## config.mk

```make
export PLATFORM = sky130hd
export DESIGN_NAME = sweep_calibrator
export DESIGN_NICKNAME = d
export VERILOG_FILES = /design/src/rtl/sweep_calibrator.sv
export SDC_FILE = /design/constraint.sdc
export NUM_CORES = 1
export LEC_CHECK = 0
export BUFFER_PORTS_ARGS = -buffer_cell sky130_fd_sc_hd__buf_2
export CAP_MARGIN = 15
export CORE_ASPECT_RATIO = 1.2
export CORE_MARGIN = 2
export CORE_UTILIZATION = 45
export DETAILED_ROUTE_END_ITERATION = 16
export GPL_TIMING_DRIVEN = 0
export MAX_ROUTING_LAYER = met4
export PLACE_DENSITY = 0.61
export SLEW_MARGIN = 20
export SYNTH_ARGS = -nofsm -noshare
export SYNTH_HDL_FRONTEND = slang
export SYNTH_SLANG_ARGS = --single-unit
```

## constraint.sdc

```tcl
create_clock -name CLK -period 9 [get_ports CLK]
set_input_delay 1.8 -clock CLK [delete_from_list [all_inputs] [get_ports CLK]]
set_output_delay 1.8 -clock CLK [all_outputs]
set_load 0.01 [all_outputs]
```

## src/rtl/sweep_calibrator.sv

```systemverilog
// -----------------------------------------------------------------------------
// sweep_calibrator
//
// N-axis calibration sweep engine. On start, each axis is swept in turn
// (axis 0 first) from POS_MIN towards POS_MAX in STEP increments. The engine
// waits SETTLE_CYC cycles after every move, samples the panel voltage, and
// finally parks the axis at the position that produced the highest voltage.
// An abort restores every axis to the position it held before start.
//
// Optional feature (macro MAX_HYST_EN):
//   defined   -> a new maximum must beat the stored best by more than HYST
//                ADC LSBs; the first point of every axis always updates.
//   undefined -> plain strict "greater than" comparison; HYST has no effect.
//
// Ports:
//   CLK        system clock
//   RST        synchronous, active-high reset
//   start      begin a sweep (sampled only in IDLE)
//   abort      cancel a running sweep and restore pre-start positions
//   v_in       panel voltage sample, valid every cycle
//   pos_out    axis k position at bits [k*POS_W +: POS_W]
//   max_v_out  axis k best voltage at bits [k*ADC_W +: ADC_W]
//   axis_idx   axis currently swept (0 in IDLE)
//   busy       high in every state except IDLE
//   done       one-cycle pulse on successful completion
//   aborted    one-cycle pulse when an abort is taken
// -----------------------------------------------------------------------------
module sweep_calibrator #(
  parameter int unsigned N_AXES     = 2,
  parameter int unsigned POS_W      = 32,
  parameter int unsigned ADC_W      = 12,
  parameter int unsigned POS_MIN    = 50000,
  parameter int unsigned POS_MAX    = 250000,
  parameter int unsigned POS_CENTER = 150000,
  parameter int unsigned STEP       = 1000,
  parameter int unsigned SETTLE_CYC = 100000,
  parameter int unsigned HYST       = 4,
  localparam int unsigned AXIS_W    = (N_AXES > 1) ? $clog2(N_AXES) : 1
) (
  input  logic                      CLK,
  input  logic                      RST,
  input  logic                      start,
  input  logic                      abort,
  input  logic [ADC_W-1:0]          v_in,
  output logic [N_AXES*POS_W-1:0]   pos_out,
  output logic [N_AXES*ADC_W-1:0]   max_v_out,
  output logic [AXIS_W-1:0]         axis_idx,
  output logic                      busy,
  output logic                      done,
  output logic                      aborted
);

`ifdef MAX_HYST_EN
  localparam bit HYST_ENABLED = 1'b1;
`else
  localparam bit HYST_ENABLED = 1'b0;
`endif

  // With the feature disabled the threshold collapses to zero, leaving a
  // plain strict comparison.
  localparam int unsigned HYST_ADD = HYST_ENABLED ? HYST : 0;

  localparam int unsigned CNT_W = (SETTLE_CYC > 1) ? $clog2(SETTLE_CYC) : 1;

  localparam logic [POS_W-1:0]  POS_MIN_C    = POS_W'(POS_MIN);
  localparam logic [POS_W-1:0]  POS_CENTER_C = POS_W'(POS_CENTER);
  localparam logic [POS_W:0]    POS_MAX_W    = (POS_W+1)'(POS_MAX);
  localparam logic [POS_W:0]    STEP_W       = (POS_W+1)'(STEP);
  localparam logic [ADC_W:0]    HYST_W       = (ADC_W+1)'(HYST_ADD);
  localparam logic [CNT_W-1:0]  CNT_LAST     = CNT_W'(SETTLE_CYC - 1);
  localparam logic [AXIS_W-1:0] AXIS_LAST    = AXIS_W'(N_AXES - 1);

  typedef enum logic [2:0] {
    S_IDLE,
    S_SETTLE,
    S_SAMPLE,
    S_PARK,
    S_DONE
  } state_t;

  state_t                          state_q;
  logic [N_AXES-1:0][POS_W-1:0]    pos_q;
  logic [N_AXES-1:0][POS_W-1:0]    restore_q;
  logic [N_AXES-1:0][ADC_W-1:0]    maxv_q;
  logic [AXIS_W-1:0]               axis_q;
  logic [ADC_W-1:0]                best_v_q;
  logic [POS_W-1:0]                best_pos_q;
  logic [CNT_W-1:0]                cnt_q;
  logic                            busy_q;
  logic                            done_q;
  logic                            aborted_q;

  // Combinational helpers for the SAMPLE and PARK decisions.
  logic [POS_W-1:0] cur_pos;
  logic [POS_W:0]   step_pos_d;   // one extra bit so the step never wraps
  logic             past_end;
  logic [ADC_W:0]   thresh;       // one extra bit so best_v + HYST never wraps
  logic             first_pt;
  logic             take_sample;
  logic [AXIS_W-1:0] axis_d;

  // NOTE: every output of an always_comb gets a value on every path (here by
  // plain unconditional assignment) so no latch is inferred.
  always_comb begin
    cur_pos     = pos_q[axis_q];
    step_pos_d  = {1'b0, cur_pos} + STEP_W;
    past_end    = (step_pos_d > POS_MAX_W);
    thresh      = {1'b0, best_v_q} + HYST_W;
    // The first point of an axis is always sampled at POS_MIN.
    first_pt    = HYST_ENABLED && (cur_pos == POS_MIN_C);
    take_sample = first_pt || ({1'b0, v_in} > thresh);
    axis_d      = axis_q + 1'b1;
  end

  // NOTE: sequential state uses non-blocking assignments only, so every
  // register samples the pre-edge values of the others.
  always_ff @(posedge CLK) begin
    if (RST) begin
      state_q    <= S_IDLE;
      pos_q      <= {N_AXES{POS_CENTER_C}};
      maxv_q     <= '0;
      axis_q     <= '0;
      best_v_q   <= '0;
      best_pos_q <= POS_MIN_C;
      cnt_q      <= '0;
      busy_q     <= 1'b0;
      done_q     <= 1'b0;
      aborted_q  <= 1'b0;
    end else begin
      done_q    <= 1'b0;
      aborted_q <= 1'b0;
      if (state_q != S_IDLE && abort) begin
        // Abort wins over whatever the sweep was doing this cycle.
        state_q   <= S_IDLE;
        pos_q     <= restore_q;
        axis_q    <= '0;
        cnt_q     <= '0;
        busy_q    <= 1'b0;
        aborted_q <= 1'b1;
      end else begin
        case (state_q)
          S_IDLE: begin
            if (start && !abort) begin
              axis_q     <= '0;
              pos_q[0]   <= POS_MIN_C;
              best_v_q   <= '0;
              best_pos_q <= POS_MIN_C;
              cnt_q      <= '0;
              busy_q     <= 1'b1;
              state_q    <= S_SETTLE;
            end
          end
          S_SETTLE: begin
            if (cnt_q == CNT_LAST) begin
              cnt_q   <= '0;
              state_q <= S_SAMPLE;
            end else begin
              cnt_q <= cnt_q + 1'b1;
            end
          end
          S_SAMPLE: begin
            // Strict comparison: ties keep the earlier, lower position.
            if (take_sample) begin
              best_v_q   <= v_in;
              best_pos_q <= cur_pos;
            end
            if (past_end) begin
              state_q <= S_PARK;
            end else begin
              pos_q[axis_q] <= step_pos_d[POS_W-1:0];
              state_q       <= S_SETTLE;
            end
          end
          S_PARK: begin
            pos_q[axis_q]  <= best_pos_q;
            maxv_q[axis_q] <= best_v_q;
            if (axis_q == AXIS_LAST) begin
              done_q  <= 1'b1;
              state_q <= S_DONE;
            end else begin
              axis_q        <= axis_d;
              pos_q[axis_d] <= POS_MIN_C;
              best_v_q      <= '0;
              best_pos_q    <= POS_MIN_C;
              state_q       <= S_SETTLE;
            end
          end
          S_DONE: begin
            axis_q  <= '0;
            busy_q  <= 1'b0;
            state_q <= S_IDLE;
          end
          default: begin
            state_q <= S_IDLE;
            busy_q  <= 1'b0;
            axis_q  <= '0;
          end
        endcase
      end
    end
  end

  // NOTE: the restore buffer is plain storage with no reset; it is always
  // written at start before anything can read it back on abort.
  always_ff @(posedge CLK) begin
    if (!RST && state_q == S_IDLE && start && !abort) begin
      restore_q <= pos_q;
    end
  end

  assign pos_out   = pos_q;
  assign max_v_out = maxv_q;
  assign axis_idx  = axis_q;
  assign busy      = busy_q;
  assign done      = done_q;
  assign aborted   = aborted_q;

endmodule

```

==> impl_metrics.env, run 1 <==
export IMPL_io_pins=108
export IMPL_coreArea_sq_um=23970
export IMPL_cts_buffer_depth=3
export IMPL_yosysTopAreaCellShare=0.2842
export IMPL_place_area_sq_um=12000
export IMPL_r2r_cells=24
export IMPL_place_gp_congestion=0.9951
export IMPL_layout_setup_ws_ns=0.1889
export IMPL_rows=62
export IMPL_synthToLayoutAreaGrowth_pct=16.30
export IMPL_start_kind="flop"
export IMPL_clkSlewWorstSetupHoldPaths_ns=0.07
export IMPL_first_pass_iters=7
export IMPL_synth_common_cells="nand2_1, dfxtp_1, nor2_1"
export IMPL_place_ws_ns=0.1698
export IMPL_synthCells=1260
export IMPL_cts_root_buffer="clkbuf_16"
export IMPL_synthFlopType="dfxtp_1"
export IMPL_ys_warn_count=0
export IMPL_slew_violations=0
export IMPL_first_iter_violations=1248
export IMPL_crit_fanout=10
export IMPL_synth_area_leaders="dfxtp_1, edfxtp_1, nand2_1"
export IMPL_synth_area_per_cell_sq_um=8.723
export IMPL_async_reset_ff_frac=0
export IMPL_critical_path_class="flop to flop"
export IMPL_wl_per_cell_microns=25.00
export IMPL_die_x_microns=146.7
export IMPL_final_hold_violation_count=0
export IMPL_cts_tree="built"
export IMPL_ys_types=67
export IMPL_cts_sinks=220
export IMPL_cts_buffers=24
export IMPL_hold_path_cell_count=2
export IMPL_rsz0062_at_grt="false"
export IMPL_reg2reg_slack_ns=0.19
export IMPL_required_ns=9.38
export IMPL_grt_max_degree=14
export IMPL_via_per_inst=6.224
export IMPL_ant_nets=0
export IMPL_post_route_util=0.5333
export IMPL_start_util=0.4585
export IMPL_antenna_found_initial=1
export IMPL_postCtsHoldBufs=0
export IMPL_fin_tns_setup_ns=0
export IMPL_hold_class="flop to flop"
export IMPL_critPathTopFamily="buffers and inverters"
export IMPL_tightest_slew_ns=1.211
export IMPL_cp_end_kind="flop"
export IMPL_yosysMostFrequentCell="nand2_1"
export IMPL_synth_net_count=1290
export IMPL_path_cells="buf_6, buf_6, buf_2, buf_2, buf_2, buf_1, clkbuf_1, clkbuf_1, nand2_1, o21ai_0, ha_1, clkbuf_1, nor4_1, o22ai_2, nand2_1, or3_1, o21a_1, or4_1, buf_2, o21a_1, buf_2, buf_2, a22oi_1, o21ai_0"
export IMPL_slew_headroom=0.1898
export IMPL_fin_nets=1429
export IMPL_crit_top_cell="buf_2"
export IMPL_fin_area_sq_um=12780
export IMPL_fin_skew_ns=0.01515
export IMPL_maxCapViolCount=0
export IMPL_vias=10810
export IMPL_vdd_drop_max_mv=0.1575
export IMPL_overflow=0
export IMPL_synth_area_sq_um=10990
export IMPL_grt_pass1_vias=10240
export IMPL_synth_enable_flop_cells=64
export IMPL_fillCellCount=2317
export IMPL_fmax_mhz=113.5
export IMPL_drive_gt1_frac=0.1306
export IMPL_grtUsageTotal=0.3412
export IMPL_post_route_min_period_ns=8.811
export IMPL_grt_pass1_wl_microns=64380
export IMPL_crit_arrival_ns=9.20
export IMPL_die_area_sq_um=25700
export IMPL_outcome="completed"
export IMPL_timing_critical_path_buf_inv=12
export IMPL_setup_viol=0
export IMPL_path_depth=24
export IMPL_yosys_area_top_type="dfxtp_1"
export IMPL_slowest_delay_ns=0.66
export IMPL_remaining_drc_errors=0
export IMPL_ys_ff_latch=220
export IMPL_io_buffers=105
export IMPL_finalWirelength_microns=43430
export IMPL_fin_crit_sh=0.9790
export IMPL_die_h_microns=175.2
export IMPL_seq_area_frac_synth=0.4590
export IMPL_hpwl_microns=30790
export IMPL_clk_latency_ns=0.54
export IMPL_htreeDepth=1
export IMPL_p_leak_nw=4.599
export IMPL_cp_slowest_cell="buf_1"
export IMPL_power_density_nw_per_um2=178.9
## placed cells by master (no fill, tap or decap), types with 15 or more instances in the layout
cell type / netlist / routed
clkbuf_16: 0 / 25
a21oi_1: 114 / 114
buf_2: 14 / 119
nor2_1: 134 / 134
nand3_1: 23 / 23
dfxtp_1: 156 / 156
clkbuf_1: 68 / 73
o211ai_1: 16 / 16
a211oi_1: 20 / 20
nor3_1: 47 / 46
xor2_1: 16 / 16
inv_1: 34 / 34
edfxtp_1: 64 / 64
o21ai_0: 72 / 72
nand4_1: 15 / 15
mux2i_1: 55 / 55
nand2_1: 168 / 168
## what timing repair did
item / CTS / global route
buffers inserted: 0 / 0
resized for setup: 0 / 2
setup endpoints to repair: 0 / 35
## registers in the layout, indices dropped and copies added (netlist names)
signal	count
aborted	1
done	1
busy	1
axis_idx	1
restore_q	64
cnt_q	17
best_pos_q	32
max_v_out	24
best_v_q	12
state_q	3
pos_out	64
## cells by family (layout without fill, tap and decap cells)
group | after synthesis | after routing | synth area share
simple gates | 464 | 464 | 0.1957
compound gates | 351 | 351 | 0.2078
flops | 220 | 220 | 0.4590
buf+inv | 125 | 281 | 0.04633
mux | 57 | 57 | 0.05214
xor+xnor | 29 | 29 | 0.02311
fa+ha+maj | 14 | 14 | 0.01594
other cells | 0 | 1 | 0
## cell type report
type	instances	area, sq um	share of cell area
diodes	1	2.502	0.0001958
plain buffers	91	381.6	0.02986
clock buffers	36	726.9	0.05687
clock inverters	7	41.29	0.003230
inverters	34	127.6	0.009984
multi-input cells	915	5456	0.4269
flip-flops and latches	220	5045	0.3947
well taps	320	400.4	0.03132
repair buffers	113	600.6	0.04698
## tightest hold or removal path, cell delays in order, from the launching register on
cell and delay (ns):
edfxtp_1 0.32, nand2_1 0.04, nand2_1 0.04
## power by group
group / leakage (nW) / internal, W / switching (W)
combinational: 2.39 / 0.0000714 / 0.000159
clock: 0.378 / 0.000557 / 0.000422
sequential: 1.83 / 0.00104 / 0.0000341
total: 4.60 / 0.00167 / 0.000615
## per-stage QoR
| step | hold WS, ns | power [W] | cells |
|---|---|---|---|
| detailed placement | 0.4241 | 0.001322 | 1693 |
| CTS | 0.4345 | 0.002283 | 1736 |
| finish | 0.4331 | 0.002287 | 1737 |
| global route | 0.4449 | 0.002348 | 1737 |
| global placement | 0.4130 | 0.001320 | 1685 |
| floorplan | 0.4081 | 0.001223 | 1260 |
## final timing paths
check	start	to
setup / recovery	axis_idx	pos_out[60]
hold reg to reg	restore_q[62]	pos_out[62]
setup reg to reg	axis_idx	pos_out[60]
hold / removal	restore_q[62]	pos_out[62]
## routing by layer
layer	global-route usage	share of wire	wire, microns
met5	-	0	0
met4	0.1388	0.047	2021
met3	0.05561	0.098	4239
met2	0.5423	0.46	19830
met1	0.4348	0.40	17340
(Power assumes the default switching activity.)
==> run 2: changes to the inputs <==
--- a/config.mk
+++ b/config.mk
@@ -5,6 +5,7 @@
 export SDC_FILE = /design/constraint.sdc
 export NUM_CORES = 1
 export LEC_CHECK = 0
+export ABC_AREA = 1
 export BUFFER_PORTS_ARGS = -buffer_cell sky130_fd_sc_hd__buf_2
 export CAP_MARGIN = 15
 export CORE_ASPECT_RATIO = 1.2
==> run 2 against run 1 <==
Against the previous run: sequential share of layout area is 2.6 points lower; clock-buffer cell count fell by 5; non-clock buffer count is 4 higher; setup slack better by 4.9 ns; die area increased by 7.8%; first-iteration DRC count is 3.7% higher; critical endpoint is now pos_out[49]; largest power group unchanged.
==> impl_metrics.env, run 2 <==
export IMPL_outcome="completed"
export IMPL_cts_root_buffer="clkbuf_16"
export IMPL_cts_tree="built"
export IMPL_die_area_sq_um=27700
export IMPL_power_density_nw_per_um2=198.6
export IMPL_first_pass_iters=7
export IMPL_crit_fanout=10
export IMPL_ys_ff_latch=220
export IMPL_required_ns=9.38
export IMPL_met1_length_microns=19620
export IMPL_hold_class="flop to flop"
export IMPL_fin_area_sq_um=13670
export IMPL_synth_area_sq_um=11870
export IMPL_fmax_mhz=253.2
export IMPL_ant_nets=0
export IMPL_grt_max_degree=27
export IMPL_start_kind="input pin"
export IMPL_synthToLayoutAreaGrowth_pct=15.19
export IMPL_vias=12350
export IMPL_yosysMostFrequentCell="nand2_1"
export IMPL_post_route_util=0.5237
export IMPL_grt_pass1_wl_microns=68370
export IMPL_cts_sinks=220
export IMPL_coreArea_sq_um=26110
export IMPL_critical_path_class="input pin to flop"
export IMPL_synth_area_per_cell_sq_um=7.048
export IMPL_htreeDepth=1
export IMPL_remaining_drc_errors=0
export IMPL_synth_common_cells="nand2_1, nor2_1, a21oi_1"
export IMPL_fin_crit_sh=0.4388
export IMPL_die_h_microns=181.9
export IMPL_mostFrequentLayoutCell="nand2_1"
export IMPL_fin_nets=1848
export IMPL_cp_end_kind="flop"
export IMPL_fin_tns_setup_ns=0
export IMPL_cts_buffers=24
export IMPL_fin_skew_ns=0.02097
export IMPL_async_reset_ff_frac=0
export IMPL_io_pins=108
export IMPL_fillCellCount=2601
export IMPL_wl_met3_microns=3990
export IMPL_hpwl_microns=34850
export IMPL_cts_resized=0
export IMPL_postCtsHoldBufs=0
export IMPL_place_gp_congestion=1.016
export IMPL_maxCapViolCount=0
export IMPL_tightest_slew_ns=1.013
export IMPL_yosysTopAreaCellShare=0.2631
export IMPL_mostFrequentLayoutCells="nand2_1, nor2_1, a21oi_1"
export IMPL_ys_types=48
export IMPL_n_antenna_cell=0
export IMPL_postCtsSetupRepairBufs=0
export IMPL_clk_latency_ns=0.54
export IMPL_ys_warn_count=0
export IMPL_clkSlewWorstSetupHoldPaths_ns=0.06
export IMPL_highest_layer="met4"
export IMPL_slew_headroom=0.3245
export IMPL_overflow=0
export IMPL_grtUsageTotal=0.3283
export IMPL_drive_gt1_frac=0.1078
export IMPL_die_x_microns=152.3
export IMPL_cts_buffer_depth=3
export IMPL_finalWirelength_microns=45690
export IMPL_via_per_inst=5.686
export IMPL_rsz0062_at_grt="false"
export IMPL_setup_viol=0
export IMPL_slew_violations=0
export IMPL_synthCells=1684
export IMPL_final_seq_area_sq_um=5045
export IMPL_post_route_min_period_ns=3.949
export IMPL_p_leak_nw=5.674
export IMPL_place_area_sq_um=12870
export IMPL_vdd_drop_max_mv=0.1409
export IMPL_synth_enable_flop_cells=64
export IMPL_wl_per_cell_microns=21.04
export IMPL_multiInputGateArea_sq_um=5789
export IMPL_final_hold_violation_count=0
export IMPL_seq_area_frac_synth=0.4250
export IMPL_start_util=0.4546
export IMPL_synth_net_count=1714
export IMPL_synthFlopType="dfxtp_1"
export IMPL_route_met2_wl_microns=20630
export IMPL_grt_pass1_vias=11220
export IMPL_crit_arrival_ns=4.33
export IMPL_rows=65
export IMPL_first_iter_violations=1294
export IMPL_io_buffers=106
export IMPL_antenna_found_initial=0
export IMPL_yosys_area_top_type="dfxtp_1"
export IMPL_synth_area_leaders="dfxtp_1, edfxtp_1, nand2_1"
==> run 2: where the power goes <==
group	switching, W	internal [W]	leakage (nW)
Sequential	0.0000674	0.00110	1.86
Clock	0.000426	0.000598	0.403
Combinational	0.000371	0.000153	3.41
Total	0.000865	0.00185	5.67
==> run 2: cell type report <==
cell class                      count  area share
Timing Repair Buffer              108     0.04173
Clock inverter                     13    0.008511
Inverter                          145     0.03999
Multi-Input combinational cell   1219      0.4234
Tap cell                          335     0.03066
Sequential cell                   220      0.3690
Clock buffer                       31     0.05043
Buffer                            100     0.03624
==> run 2: per-layer routing <==
| metal | global-route usage | up-vias |
|---|---|---|
| met1 | 0.4442 | 5719 |
| met4 | 0.1062 | 0 |
| li1 | - | 5918 |
| met5 | - | - |
| met3 | 0.04224 | 95 |
| met2 | 0.5126 | 613 |
==> run 2: critical path, cell delays in order <==
cell and delay (ns):
buf_2 0.16, nand2_1 0.49, clkbuf_1 0.53, clkbuf_1 0.82, a31oi_1 0.27, nand3_1 0.16, nand3_1 0.08
==> run 2: kinds of logic after synthesis <==
kind of cell / count (synthesis) / synth area share
XOR/XNOR: 3 / 0.002214
AND/OR/NAND/NOR: 810 / 0.2823
adder cells (fa/ha/maj): 14 / 0.01476
buffers and inverters: 245 / 0.08781
AO/OA/AOI/OAI: 392 / 0.1879
flip-flops: 220 / 0.4250
==> run 2: path summary, 6_finish.rpt <==
kind                 start          end  slack, ns  cells past startpoint
setup / recovery     abort  pos_out[49]       5.05                      7
hold / removal        busy         busy       0.48                      2
setup reg to reg  axis_idx  pos_out[37]       5.09                     23
hold reg to reg       busy         busy       0.48                      2
==> run 2: through the flow <==
step	setup slack [ns]	power, W	instances	hold slack, ns
CTS	5.147	0.002714	2171	0.4764
floorplan	3.568	0.001492	1684	0.4498
detailed placement	4.612	0.001696	2127	0.4670
global placement	1.480	0.001691	2125	0.4597
finish	5.051	0.002715	2171	0.4796
global route	4.904	0.002823	2171	0.4939
